`src/rtl/uart_tx_arbiter.sv`:
```
// Round-robin arbiter that lends the single UART transmit path to one requester
// per text line, with a 1-entry registered output stage toward the serializer.
module uart_tx_arbiter #(
   parameter int unsigned N_REQ        = 4,
   parameter logic [7:0]  EOL_CHAR     = 8'h0A,
   parameter int unsigned IDLE_TIMEOUT = 1024,
   parameter int unsigned CNT_W        = (IDLE_TIMEOUT == 0) ? 1 : $clog2(IDLE_TIMEOUT + 1)
) (
   input  logic                 clk,
   input  logic                 rst_n,
   input  logic [N_REQ-1:0]     req_valid_i,
   input  logic [N_REQ*8-1:0]   req_data_i,
   output logic [N_REQ-1:0]     req_ready_o,
   output logic                 tx_valid_o,
   output logic [7:0]           tx_data_o,
   input  logic                 tx_ready_i,
   output logic [N_REQ-1:0]     grant_o,
   output logic                 locked_o,
   output logic                 timeout_o
);

   localparam int unsigned IDX_W      = $clog2(N_REQ);
   localparam bit          TIMEOUT_EN = (IDLE_TIMEOUT != 0);
   localparam logic [CNT_W-1:0] CNT_LAST = CNT_W'(IDLE_TIMEOUT - 1);

   typedef enum logic {
      S_IDLE   = 1'b0,
      S_LOCKED = 1'b1
   } state_t;

   state_t             state_q, state_d;
   logic [IDX_W-1:0]   owner_q, owner_d;
   logic [IDX_W-1:0]   rr_ptr_q, rr_ptr_d;
   logic [CNT_W-1:0]   idle_cnt_q, idle_cnt_d;
   logic               tx_valid_d;
   logic [7:0]         tx_data_d;
   logic [N_REQ-1:0]   grant_d;
   logic               timeout_d;
   logic               rel;

   logic               found;
   logic [IDX_W-1:0]   winner;
   logic [IDX_W:0]     scan_idx;
   logic               owner_valid;
   logic [7:0]         owner_byte;
   logic               out_free;
   logic               accept;

   // Round-robin scan starting at rr_ptr; first valid requester wins.
   always_comb begin
      found    = 1'b0;
      winner   = rr_ptr_q;
      scan_idx = '0;
      for (int unsigned k = 0; k < N_REQ; k++) begin
         scan_idx = (IDX_W+1)'(rr_ptr_q) + (IDX_W+1)'(k);
         if (scan_idx >= (IDX_W+1)'(N_REQ)) begin
            scan_idx = scan_idx - (IDX_W+1)'(N_REQ);
         end
         if (!found && req_valid_i[scan_idx[IDX_W-1:0]]) begin
            found  = 1'b1;
            winner = scan_idx[IDX_W-1:0];
         end
      end
   end

   assign owner_valid = req_valid_i[owner_q];
   assign owner_byte  = req_data_i[{owner_q, 3'b000} +: 8];
   assign out_free    = !tx_valid_o || tx_ready_i;
   assign accept      = (state_q == S_LOCKED) && owner_valid && out_free;

   always_comb begin
      req_ready_o = '0;
      if (state_q == S_LOCKED) begin
         req_ready_o[owner_q] = out_free;
      end
   end

   always_comb begin
      state_d    = state_q;
      owner_d    = owner_q;
      rr_ptr_d   = rr_ptr_q;
      idle_cnt_d = idle_cnt_q;
      grant_d    = grant_o;
      timeout_d  = 1'b0;
      tx_valid_d = tx_valid_o;
      tx_data_d  = tx_data_o;
      rel        = 1'b0;

      case (state_q)
         S_IDLE: begin
            if (found) begin
               state_d    = S_LOCKED;
               owner_d    = winner;
               grant_d    = N_REQ'(1) << winner;
               idle_cnt_d = '0;
            end
         end
         S_LOCKED: begin
            // A stalled-but-valid owner is not idle; only a dropped valid counts.
            if (owner_valid) begin
               idle_cnt_d = '0;
            end else if (TIMEOUT_EN && idle_cnt_q == CNT_LAST) begin
               rel       = 1'b1;
               timeout_d = 1'b1;
            end else if (idle_cnt_q != {CNT_W{1'b1}}) begin
               idle_cnt_d = idle_cnt_q + CNT_W'(1);
            end
            if (accept && owner_byte == EOL_CHAR) begin
               rel = 1'b1;
            end
            if (rel) begin
               state_d  = S_IDLE;
               grant_d  = '0;
               rr_ptr_d = (owner_q == IDX_W'(N_REQ - 1)) ? '0 : owner_q + IDX_W'(1);
            end
         end
         default: state_d = S_IDLE;
      endcase

      // Output register drains independently of ownership.
      if (accept) begin
         tx_valid_d = 1'b1;
         tx_data_d  = owner_byte;
      end else if (tx_ready_i) begin
         tx_valid_d = 1'b0;
      end
   end

   always_ff @(posedge clk or negedge rst_n) begin
      if (!rst_n) begin
         state_q    <= S_IDLE;
         owner_q    <= '0;
         rr_ptr_q   <= '0;
         idle_cnt_q <= '0;
         tx_valid_o <= 1'b0;
         tx_data_o  <= '0;
         grant_o    <= '0;
         locked_o   <= 1'b0;
         timeout_o  <= 1'b0;
      end else begin
         state_q    <= state_d;
         owner_q    <= owner_d;
         rr_ptr_q   <= rr_ptr_d;
         idle_cnt_q <= idle_cnt_d;
         tx_valid_o <= tx_valid_d;
         tx_data_o  <= tx_data_d;
         grant_o    <= grant_d;
         locked_o   <= (state_d == S_LOCKED);
         timeout_o  <= timeout_d;
      end
   end

endmodule

```
`config.mk`:
```
export PLATFORM = sky130hd
export DESIGN_NAME = uart_tx_arbiter
export DESIGN_NICKNAME = d
export VERILOG_FILES = /design/src/rtl/uart_tx_arbiter.sv
export SDC_FILE = /design/constraint.sdc
export NUM_CORES = 1
export LEC_CHECK = 0
export CAP_MARGIN = 30
export CORE_MARGIN = 5
export CORE_UTILIZATION = 45
export DETAILED_ROUTE_END_ITERATION = 16
export PLACE_DENSITY = 0.79
export SYNTH_ARGS = -nofsm -noshare
export SYNTH_HDL_FRONTEND = slang
export SYNTH_SLANG_ARGS = --single-unit
```
`constraint.sdc`:
```
create_clock -name clk -period 3.1 [get_ports clk]
set_input_delay 0.62 -clock clk [delete_from_list [all_inputs] [get_ports clk]]
set_output_delay 0.62 -clock clk [all_outputs]
set_load 0.01 [all_outputs]
```
==> out/results.txt, run 1 <==
number of setup violations in the final report = 0
die outline width = 71.7 um
XOR/XNOR Fraction of Synth Area = 2.56%
fill cell total of the finished layout = 282
Min-Delay Startpoint = idle_cnt_q[10]
total number of vias = 1,435
detailed router's first-iteration violation count = 127
worst-skew pair later-pin latency = 0.29 ns
number of buffers created by CTS = 5
compound-cell area share of the yosys netlist = 10.3%
area enclosed by the die boundary = 0.00514 sq mm
chip height = 71.7 um
max_cap viols = 0
setup TNS = 0 ns
total wire length after detailed routing = 4190 um
global-route wire length before repair = 7210 um
instance count of the mapped netlist = 151
average footprint of a synthesized cell = 11.3 sq um
power per cell area = 511 mW/mm^2
total of warnings raised by yosys = 0
number of antenna repair diodes = 0
vias in the first global route = 1,532
flop and latch count out of synthesis = 30
router iterations before antenna repair = 4
worst slack, placed = 0.141 ns
launching element type of the critical path = register
post-cts gate resize count = 0
number of ports placed on the die boundary = 58
number of setup buffers added after CTS = 0
post-detail-place hpwl = 3270 um
row count = 22
CP cell instances = buf_4 -> mux4_2 -> nand2b_1 -> nor3_1 -> nor2_1 -> mux2_1
CTS Hold Buffers Added = 0
adder-cell share of the synthesized area = 3.65%
proportion of register bits with asynchronous set or reset after synthesis = 100%
main combinational cell family by area after synthesis = multiplexers
Final Cell Area = 0.00242 sq mm
via density per instance = 5.52
maximum frequency from static timing analysis = 366 MHz
number of enable-type register cells in the synthesized netlist = 0
number of remaining DRC errors = 0
final-stage net count = 255
cell area after technology mapping = 0.00171 sq mm
average wire per cell in the routed design = 16.1 um
starting utilization of the core area = 46.8%
All-Layer GR Usage = 18.1%
share of cells above drive strength 1 = 12.3%
Setup WS post-layout = 0.371 ns
count of placed standard cells including taps = 252
pin count of the biggest net entering global routing = 31
required time of the worst setup path = 3.27 ns
result of the run = completed
reg-to-reg critical path startpoint = owner_q[0]
number of non-filler instances in the completed layout = 260
standard cell area after detailed placement = 0.00233 sq mm
count of pins over their slew limit = 0
Root Buffer Master = clkbuf_8
Seq/Total Area, Yosys = 43.8%
worst setup path class = reg2reg
sum of overflow across all layers after global routing = 0
Unique masters post-synth = 34
headroom to the max-slew limit = 62.9%
slew at the pin with the worst max-slew slack = 0.557 ns
CTS sink count = 30
net count after synthesis = 195
buffers added on ports = 57
Critical Path Start = owner_q[0]
layout overhead on the synthesized area = 41.5%
critical path peak fanout = 11
critical path endpoint category = register
CTS tree = done
share of synthesized area spent on multiplexers = 19.3%
Critical Path Max Stage Delay = 0.69 ns
Core Footprint = 0.00366 sq mm
final hold vios = 0
class of the tightest hold or removal check = reg2reg
peak ir drop on the vdd network = 352 uV
total number of H-tree levels = 2
routability congestion estimate = 0.803
simple-gate share of the synthesized area = 17.8%
number of antenna violations at the first check in global routing = 0
Tmin final = 2.73 ns
Crit path arrival time = 2.89 ns
cell with the largest stage delay on the worst path = dfrtp_1
largest clock skew in the final design = 0.00958 ns
post-route worst hold slack = 0.472 ns
P_leak = 1.01 nW
final worst-path cycle share = 88.0%
dominant register cell in the synthesized netlist = dfrtp_1
RSZ-0062 raised after global routing = false
residual antenna-violating net count after detailed routing = 0
clk slew on worst S/H paths = 0.07 ns
Clock Path Buffers = 2
==> worst max-delay path: cells and delay by family (launching register included) <==
| kind | cells | cell delay [ns] |
|---|---|---|
| buffers and inverters | 1 | 0.23 |
| DFF | 1 | 0.69 |
| muxes | 2 | 0.89 |
| and+or+nand+nor | 3 | 0.81 |
==> logic make-up after synthesis <==
family,after synthesis
simple gates,55
flops,30
compound gates,27
mux,19
buf+inv,10
xor+xnor,5
fa+ha+maj,5
==> stage by stage <==
stage	util [%]	power [mW]
after floorplan	-	0.705
after global placement	63.6	0.902
after detailed placement	63.6	0.918
after CTS	66.2	1.25
after global routing	66.2	1.31
final	66.2	1.24
==> area by class of cell <==
cell class | instances | area (sq um) | area share, %
Timing Repair Buffer | 59 | 586 | 24.2
Clock inverter | 2 | 12.5 | 0.516
Multi-Input combinational cell | 111 | 917 | 37.8
Tap cell | 48 | 60.1 | 2.48
Clock buffer | 6 | 82.6 | 3.41
Sequential cell | 30 | 751 | 31.0
Inverter | 4 | 15.0 | 0.620
==> cell usage in the layout, fill, tap and decap left out, types with 3 or more instances in the layout <==
| cell | Yosys | routed |
|---|---|---|
| a21oi_1 | 6 | 6 |
| and2_1 | 4 | 4 |
| and3_1 | 7 | 7 |
| clkbuf_8 | 0 | 6 |
| clkdlybuf4s50_1 | 0 | 57 |
| dfrtp_1 | 30 | 30 |
| ha_1 | 5 | 5 |
| inv_1 | 4 | 4 |
| mux2_2 | 8 | 8 |
| mux4_1 | 4 | 4 |
| mux4_2 | 5 | 5 |
| nand2_1 | 11 | 11 |
| nand2b_1 | 4 | 4 |
| nor2_1 | 9 | 9 |
| nor2b_1 | 5 | 5 |
| nor3_1 | 3 | 3 |
| o2111ai_1 | 3 | 3 |
| o21ai_0 | 10 | 10 |
| or3_1 | 3 | 3 |
| xor2_1 | 5 | 5 |
==> metal layers <==
layer	share of wire [%]	wire (um)	track usage, %	up-vias
li1	-	-	-	682
met3	4.9	205	4.49	6
met2	54	2260	29.8	35
met4	1.2	51	6.89	0
met1	40	1680	22.8	712
met5	0	0	0	-
==> cells in the mapped netlist (2+ instances only) <==
cell | instances | area, sq um
nand4_1 | 2 | 12.5
dfrtp_1 | 30 | 751
a21oi_1 | 6 | 30.0
and3_1 | 7 | 43.8
o2bb2ai_1 | 2 | 17.5
inv_1 | 4 | 15.0
mux4_2 | 5 | 113
mux2_1 | 2 | 22.5
clkbuf_1 | 5 | 18.8
nor2b_1 | 5 | 31.3
mux2_2 | 8 | 90.1
o2111ai_1 | 3 | 26.3
nand2_1 | 11 | 41.3
o21ai_0 | 10 | 50.1
o211ai_1 | 2 | 15.0
nor3_1 | 3 | 15.0
nand2b_1 | 4 | 25.0
xor2_1 | 5 | 43.8
or3_1 | 3 | 18.8
mux4_1 | 4 | 105
or4b_1 | 2 | 20.0
nor2_1 | 9 | 33.8
ha_1 | 5 | 62.6
and2_1 | 4 | 25.0
==> worst paths after layout <==
check,end,slack [ns],depth (start not counted)
setup / recovery,rr_ptr_q[1],0.37,6
setup reg to reg,rr_ptr_q[1],0.37,6
max in group asynchronous,tx_data_o[3],2.09,2
hold reg to reg,timeout_o,0.47,1
min in group asynchronous,idle_cnt_q[9],0.73,2
hold / removal,timeout_o,0.47,1
==> sequential cells by signal (all words and copies together), names as in the netlist <==
name / count
idle_cnt_q: 11
tx_data_o: 8
grant_o: 4
owner_q: 2
rr_ptr_q: 2
state_q: 1
timeout_o: 1
tx_valid_o: 1
==> power by group <==
group / switching (mW) / internal, mW / leakage [nW] / total (mW)
clock network: 0.152 / 0.178 / 0.0472 / 0.330
logic: 0.151 / 0.244 / 0.579 / 0.395
registers: 0.0588 / 0.456 / 0.384 / 0.515
(Power assumes the default switching activity.)
==> inputs of run 2 (changes only) <==
--- a/config.mk
+++ b/config.mk
@@ -6,10 +6,13 @@
 export NUM_CORES = 1
 export LEC_CHECK = 0
 export CAP_MARGIN = 30
+export CELL_PAD_IN_SITES_DETAIL_PLACEMENT = 1
+export CELL_PAD_IN_SITES_GLOBAL_PLACEMENT = 1
 export CORE_MARGIN = 5
-export CORE_UTILIZATION = 45
+export CORE_UTILIZATION = 35
+export CTS_BUF_LIST = sky130_fd_sc_hd__clkbuf_16
 export DETAILED_ROUTE_END_ITERATION = 16
-export PLACE_DENSITY = 0.79
+export PLACE_DENSITY_LB_ADDON = 0.1
 export SYNTH_ARGS = -nofsm -noshare
 export SYNTH_HDL_FRONTEND = slang
 export SYNTH_SLANG_ARGS = --single-unit
==> out/results.txt, run 2 (synthesized netlist as in run 1, its figures left out) <==
CTS tree = done
headroom to the max-slew limit = 59.7% (-3.1 points)
post-layout power = 1.55 mW (+25%)
layout overhead on the synthesized area = 49.2%
chip height = 80.0 um (+12%)
worst setup path class = reg2out
vias in the first global route = 1,678 (+9.5%)
die outline width = 80.0 um (+12%)
number of setup buffers added after CTS = 0 (unchanged)
Tmin final = 2.71 ns (-0.0218 ns)
global-route wire length before repair = 8570 um (+19%)
area enclosed by the die boundary = 0.00639 sq mm (+24%)
reg-to-reg critical path startpoint = owner_q[0]
share of cells above drive strength 1 = 12.6% (+0.35 points)
Core Footprint = 0.00472 sq mm (+29%)
registers with the most flip-flops = idle_cnt_q x11, tx_data_o x8, grant_o x4
count of pins over their slew limit = 0 (unchanged)
class of the tightest hold or removal check = reg2reg
total number of H-tree levels = 2 (unchanged)
P_leak = 1.06 nW (+5.3%)
All-Layer GR Usage = 17.5% (-0.58 points)
final worst-path cycle share = 87.3% (-0.70 points)
maximum frequency from static timing analysis = 369 MHz (+0.80%)
CTS sink count = 30 (unchanged)
max reg flops = 11 (unchanged)
number of ports placed on the die boundary = 58 (unchanged)
starting utilization of the core area = 36.3% (-11 points)
detailed router's first-iteration violation count = 62 (-51%)
Root Buffer Master = clkbuf_16
CTS Hold Buffers Added = 0 (unchanged)
required time of the worst setup path = 2.48 ns (-0.79 ns)
number of remaining DRC errors = 0 (unchanged)
clk slew on worst S/H paths = 0.05 ns (-0.02 ns)
number of setup violations in the final report = 0 (unchanged)
peak ir drop on the vdd network = 325 uV (-7.8%)
residual antenna-violating net count after detailed routing = 0 (unchanged)
Biggest register = idle_cnt_q
worst r2r path cells = 5 (-1)
slew at the pin with the worst max-slew slack = 0.598 ns (+0.0409 ns)
result of the run = completed
Min-Delay Startpoint = idle_cnt_q[10]
launching element type of the critical path = register
largest clock skew in the final design = 0.00371 ns (-0.00588 ns)
critical path peak fanout = 9 (-2)
setup TNS = 0 ns (unchanged)
most common cell after layout, fill and taps aside = clkdlybuf4s50_1
post-route worst hold slack = 0.475 ns (+0.00370 ns)
max_cap viols = 0 (unchanged)
RSZ-0062 raised after global routing = false
total number of vias = 1,467 (+2.2%)
Crit path arrival time = 2.09 ns (-0.80 ns)
post-detail-place hpwl = 3930 um (+20%)
average wire per cell in the routed design = 18.0 um (+12%)
row count = 25 (+14%)
Critical Path Start = owner_q[0]
number of antenna violations at the first check in global routing = 0 (unchanged)
cell count of the worst hold path = 1 (unchanged)
router iterations before antenna repair = 4 (unchanged)
final-stage net count = 257 (+0.78%)
total wire length after detailed routing = 5060 um (+21%)
routability congestion estimate = 0.845 (+5.1%)
post-cts gate resize count = 0 (unchanged)
commonest cells after routing, fill and taps aside = 57 x clkdlybuf4s50_1, 30 x dfrtp_1, 11 x nand2_1
critical path endpoint category = primary output
pin count of the biggest net entering global routing = 31 (unchanged)
buffers added on ports = 57 (unchanged)
number of buffers created by CTS = 5 (unchanged)
final hold vios = 0 (unchanged)
Clock Path Buffers = 2 (unchanged)
fill cell total of the finished layout = 511 (+81%)
sum of overflow across all layers after global routing = 0 (unchanged)
power per cell area = 606 mW/mm^2 (+18%)
number of antenna repair diodes = 0 (unchanged)
worst-skew pair later-pin latency = 0.27 ns (-0.02 ns)
via density per instance = 5.22 (-5.4%)
[run 2: cell count changes in the layout (fill, tap and decap cells not counted), sizes merged]
cell      previous run  this run
buf                  2         4
bufinv               0         2
clkbuf               6         5
clkinvlp             1         0
[run 2: worst max-delay path: stages (launching register included)]
cell	delay [ns]
dfrtp_1	0.66
buf_4	0.24
inv_1	0.09
ha_1	0.19
and3_1	0.15
clkdlybuf4s50_1	0.48
[run 2: final cells by class]
class | count | area (sq um) | share of cell area [%]
Timing Repair Buffer | 61 | 601 | 23.5
Tap cell | 67 | 83.8 | 3.28
Inverter | 4 | 15.0 | 0.587
Clock inverter | 3 | 63.8 | 2.50
Sequential cell | 30 | 751 | 29.4
Multi-Input combinational cell | 111 | 917 | 35.9
Clock buffer | 5 | 125 | 4.89
[run 2: path summary, 6_finish.rpt]
| kind | endpoint | slack [ns] |
|---|---|---|
| worst max-delay path | req_ready_o[2] | 0.39 |
| worst min-delay path | timeout_o | 0.48 |
| worst max register to register | rr_ptr_q[0] | 0.44 |
| worst min register to register | timeout_o | 0.48 |
| max in group asynchronous | tx_valid_o | 2.07 |
| min in group asynchronous | tx_data_o[6] | 0.73 |
[run 2: where the power goes]
part           switching [mW]  internal [mW]  leakage (nW)
logic                   0.159          0.247         0.588
clock network           0.169          0.457        0.0915
registers              0.0590          0.457         0.384
[run 2: metal layers]
metal | part of all wire [%] | up-vias | wire length, um | track usage, %
li1 | - | 688 | - | -
met1 | 42 | 731 | 2110 | 20.5
met2 | 52 | 40 | 2650 | 31.2
met3 | 4.3 | 8 | 218 | 4.51
met4 | 1.7 | 0 | 86 | 4.90
met5 | 0 | - | 0 | 0
[run 2: through the flow]
stage / std cells / utilization (%) / area, sq um / setup WS (ns)
floorplan: 151 / - / 1710 / 0.785
global placement: 273 / 50.1 / 2370 / 0.269
detailed placement: 273 / 50.1 / 2370 / 0.220
CTS: 281 / 54.1 / 2560 / 0.319
global route: 281 / 54.1 / 2560 / 0.246
finish: 281 / 54.1 / 2560 / 0.393
==> inputs of run 3 (changes only) <==
--- a/config.mk
+++ b/config.mk
@@ -13,6 +13,7 @@
 export CTS_BUF_LIST = sky130_fd_sc_hd__clkbuf_16
 export DETAILED_ROUTE_END_ITERATION = 16
 export PLACE_DENSITY_LB_ADDON = 0.1
+export RECOVER_POWER = 100
 export SYNTH_ARGS = -nofsm -noshare
 export SYNTH_HDL_FRONTEND = slang
 export SYNTH_SLANG_ARGS = --single-unit
==> out/results.txt, run 3 (synthesized netlist as in run 1, its figures left out) <==
maximum frequency from static timing analysis = 353 MHz (-4.4%)
row count = 25 (unchanged)
CTS sink count = 30 (unchanged)
detailed router's first-iteration violation count = 68 (+9.7%)
chip height = 80.0 um (unchanged)
Critical Path Max Stage Delay = 0.66 ns (about the same)
number of setup violations in the final report = 0 (unchanged)
total wire length after detailed routing = 5040 um (-0.45%)
vias in the first global route = 1,678 (unchanged)
number of buffers created by CTS = 5 (unchanged)
result of the run = finished with violations
fill cell total of the finished layout = 513 (+0.39%)
max_cap viols = 1 (+1)
clk slew on worst S/H paths = 0.05 ns (about the same)
max reg flops = 11 (unchanged)
cell with the largest stage delay on the worst path = dfrtp_1
number of ports placed on the die boundary = 58 (unchanged)
critical path endpoint category = primary output
Crit path arrival time = 2.21 ns (+0.12 ns)
share of the core filled with cells = 54.0% (-0.16 points)
largest clock skew in the final design = 0.00319 ns (-0.000518 ns)
number of non-filler instances in the completed layout = 281 (unchanged)
Tmin final = 2.83 ns (+0.123 ns)
Root Buffer Master = clkbuf_16
router iterations before antenna repair = 4 (unchanged)
post-cts gate resize count = 0 (unchanged)
starting utilization of the core area = 36.3% (unchanged)
count of placed standard cells including taps = 273 (unchanged)
setup TNS = 0 ns (unchanged)
count of pins over their slew limit = 31 (+31)
Core Footprint = 0.00472 sq mm (unchanged)
post-detail-place hpwl = 3930 um (unchanged)
final worst-path cycle share = 91.3% (+4.0 points)
routability congestion estimate = 0.845 (unchanged)
CTS Hold Buffers Added = 0 (unchanged)
power per cell area = 596 mW/mm^2 (-1.5%)
critical path peak fanout = 9 (unchanged)
sum of overflow across all layers after global routing = 0 (unchanged)
class of the tightest hold or removal check = reg2reg
RSZ-0062 raised after global routing = false
global-route wire length before repair = 8570 um (unchanged)
cell family contributing the most delay on the critical path = buffers and inverters
Biggest register = idle_cnt_q
die outline width = 80.0 um (unchanged)
total number of H-tree levels = 2 (unchanged)
registers with the most flip-flops = idle_cnt_q x11, tx_data_o x8, grant_o x4
most common cell after layout, fill and taps aside = clkdlybuf4s50_1
Clock Path Buffers = 2 (unchanged)
number of antenna violations at the first check in global routing = 0 (unchanged)
P_leak = 1.08 nW (+1.4%)
buffers added on ports = 57 (unchanged)
number of setup buffers added after CTS = 0 (unchanged)
number of antenna repair diodes = 0 (unchanged)
CTS tree = done
number of remaining DRC errors = 0 (unchanged)
All-Layer GR Usage = 17.5% (unchanged)
pin count of the biggest net entering global routing = 31 (unchanged)
violated checks = max-capacitance violations, max-slew violations
average wire per cell in the routed design = 17.9 um (-0.45%)
share of cells above drive strength 1 = 11.7% (-0.93 points)
peak ir drop on the vdd network = 321 uV (-0.97%)
headroom to the max-slew limit = -7.89% (-68 points)
layout overhead on the synthesized area = 48.8%
launching element type of the critical path = register
final hold vios = 0 (unchanged)
commonest cells after routing, fill and taps aside = 36 x clkdlybuf4s50_1, 30 x dfrtp_1, 21 x dlygate4sd3_1
final-stage net count = 257 (unchanged)
slew at the pin with the worst max-slew slack = 1.62 ns (+1.02 ns)
residual antenna-violating net count after detailed routing = 0 (unchanged)
required time of the worst setup path = 2.48 ns (about the same)
area enclosed by the die boundary = 0.00639 sq mm (unchanged)
worst setup path class = reg2out
via density per instance = 5.22 (about the same)
worst-skew pair later-pin latency = 0.27 ns (about the same)
total number of vias = 1,468 (+0.068%)
CP cell instances = buf_4 -> inv_1 -> ha_1 -> and3_1 -> dlygate4sd3_1
Buffers & Inverters on Critical Path = 3 (unchanged)
-- run 3: metrics by stage --
step / setup WS, ns / power [mW] / hold WS (ns) / instance area (sq um)
finish: 0.270 / 1.52 / 0.471 / 2550
global route: 0.146 / 1.60 / 0.506 / 2550
CTS: 0.319 / 1.57 / 0.474 / 2560
detailed placement: 0.220 / 0.935 / 0.461 / 2370
global placement: 0.269 / 0.916 / 0.451 / 2370
floorplan: 0.785 / 0.705 / 0.324 / 1710
-- run 3: worst paths after layout --
| check | endpoint | startpoint | cells after the start | slack (ns) |
|---|---|---|---|---|
| hold / removal | timeout_o | idle_cnt_q[10] | 1 | 0.47 |
| setup reg to reg | rr_ptr_q[0] | owner_q[0] | 5 | 0.43 |
| setup / recovery | req_ready_o[2] | owner_q[0] | 5 | 0.27 |
| min in group asynchronous | tx_data_o[6] | rst_n | 2 | 1.29 |
| max in group asynchronous | tx_valid_o | rst_n | 2 | 0.86 |
| hold reg to reg | timeout_o | idle_cnt_q[10] | 1 | 0.47 |
-- run 3: power by group --
part	switching, mW	total, mW	internal [mW]
logic	0.159	0.383	0.224
registers	0.0574	0.514	0.457
clock network	0.167	0.624	0.457
-- run 3: area by class of cell --
type / count / area (sq um) / area share, %
Timing Repair Buffer: 61 / 593 / 23.3
Multi-Input combinational cell: 111 / 917 / 36.0
Inverter: 4 / 15.0 / 0.589
Tap cell: 67 / 83.8 / 3.29
Clock inverter: 3 / 63.8 / 2.50
Sequential cell: 30 / 751 / 29.5
Clock buffer: 5 / 125 / 4.91
-- run 3: layer usage --
layer / wire (um) / global-route usage, %
met1: 2120 / 20.5
met2: 2660 / 31.2
met4: 54 / 4.90
met3: 207 / 4.51
met5: 0 / 0
-- run 3: worst register-to-register path, delay by kind of cell, from the launching register on --
family	cells	cell delay [ns]
flops	1	0.66
mux	2	1.01
simple gates	3	0.87
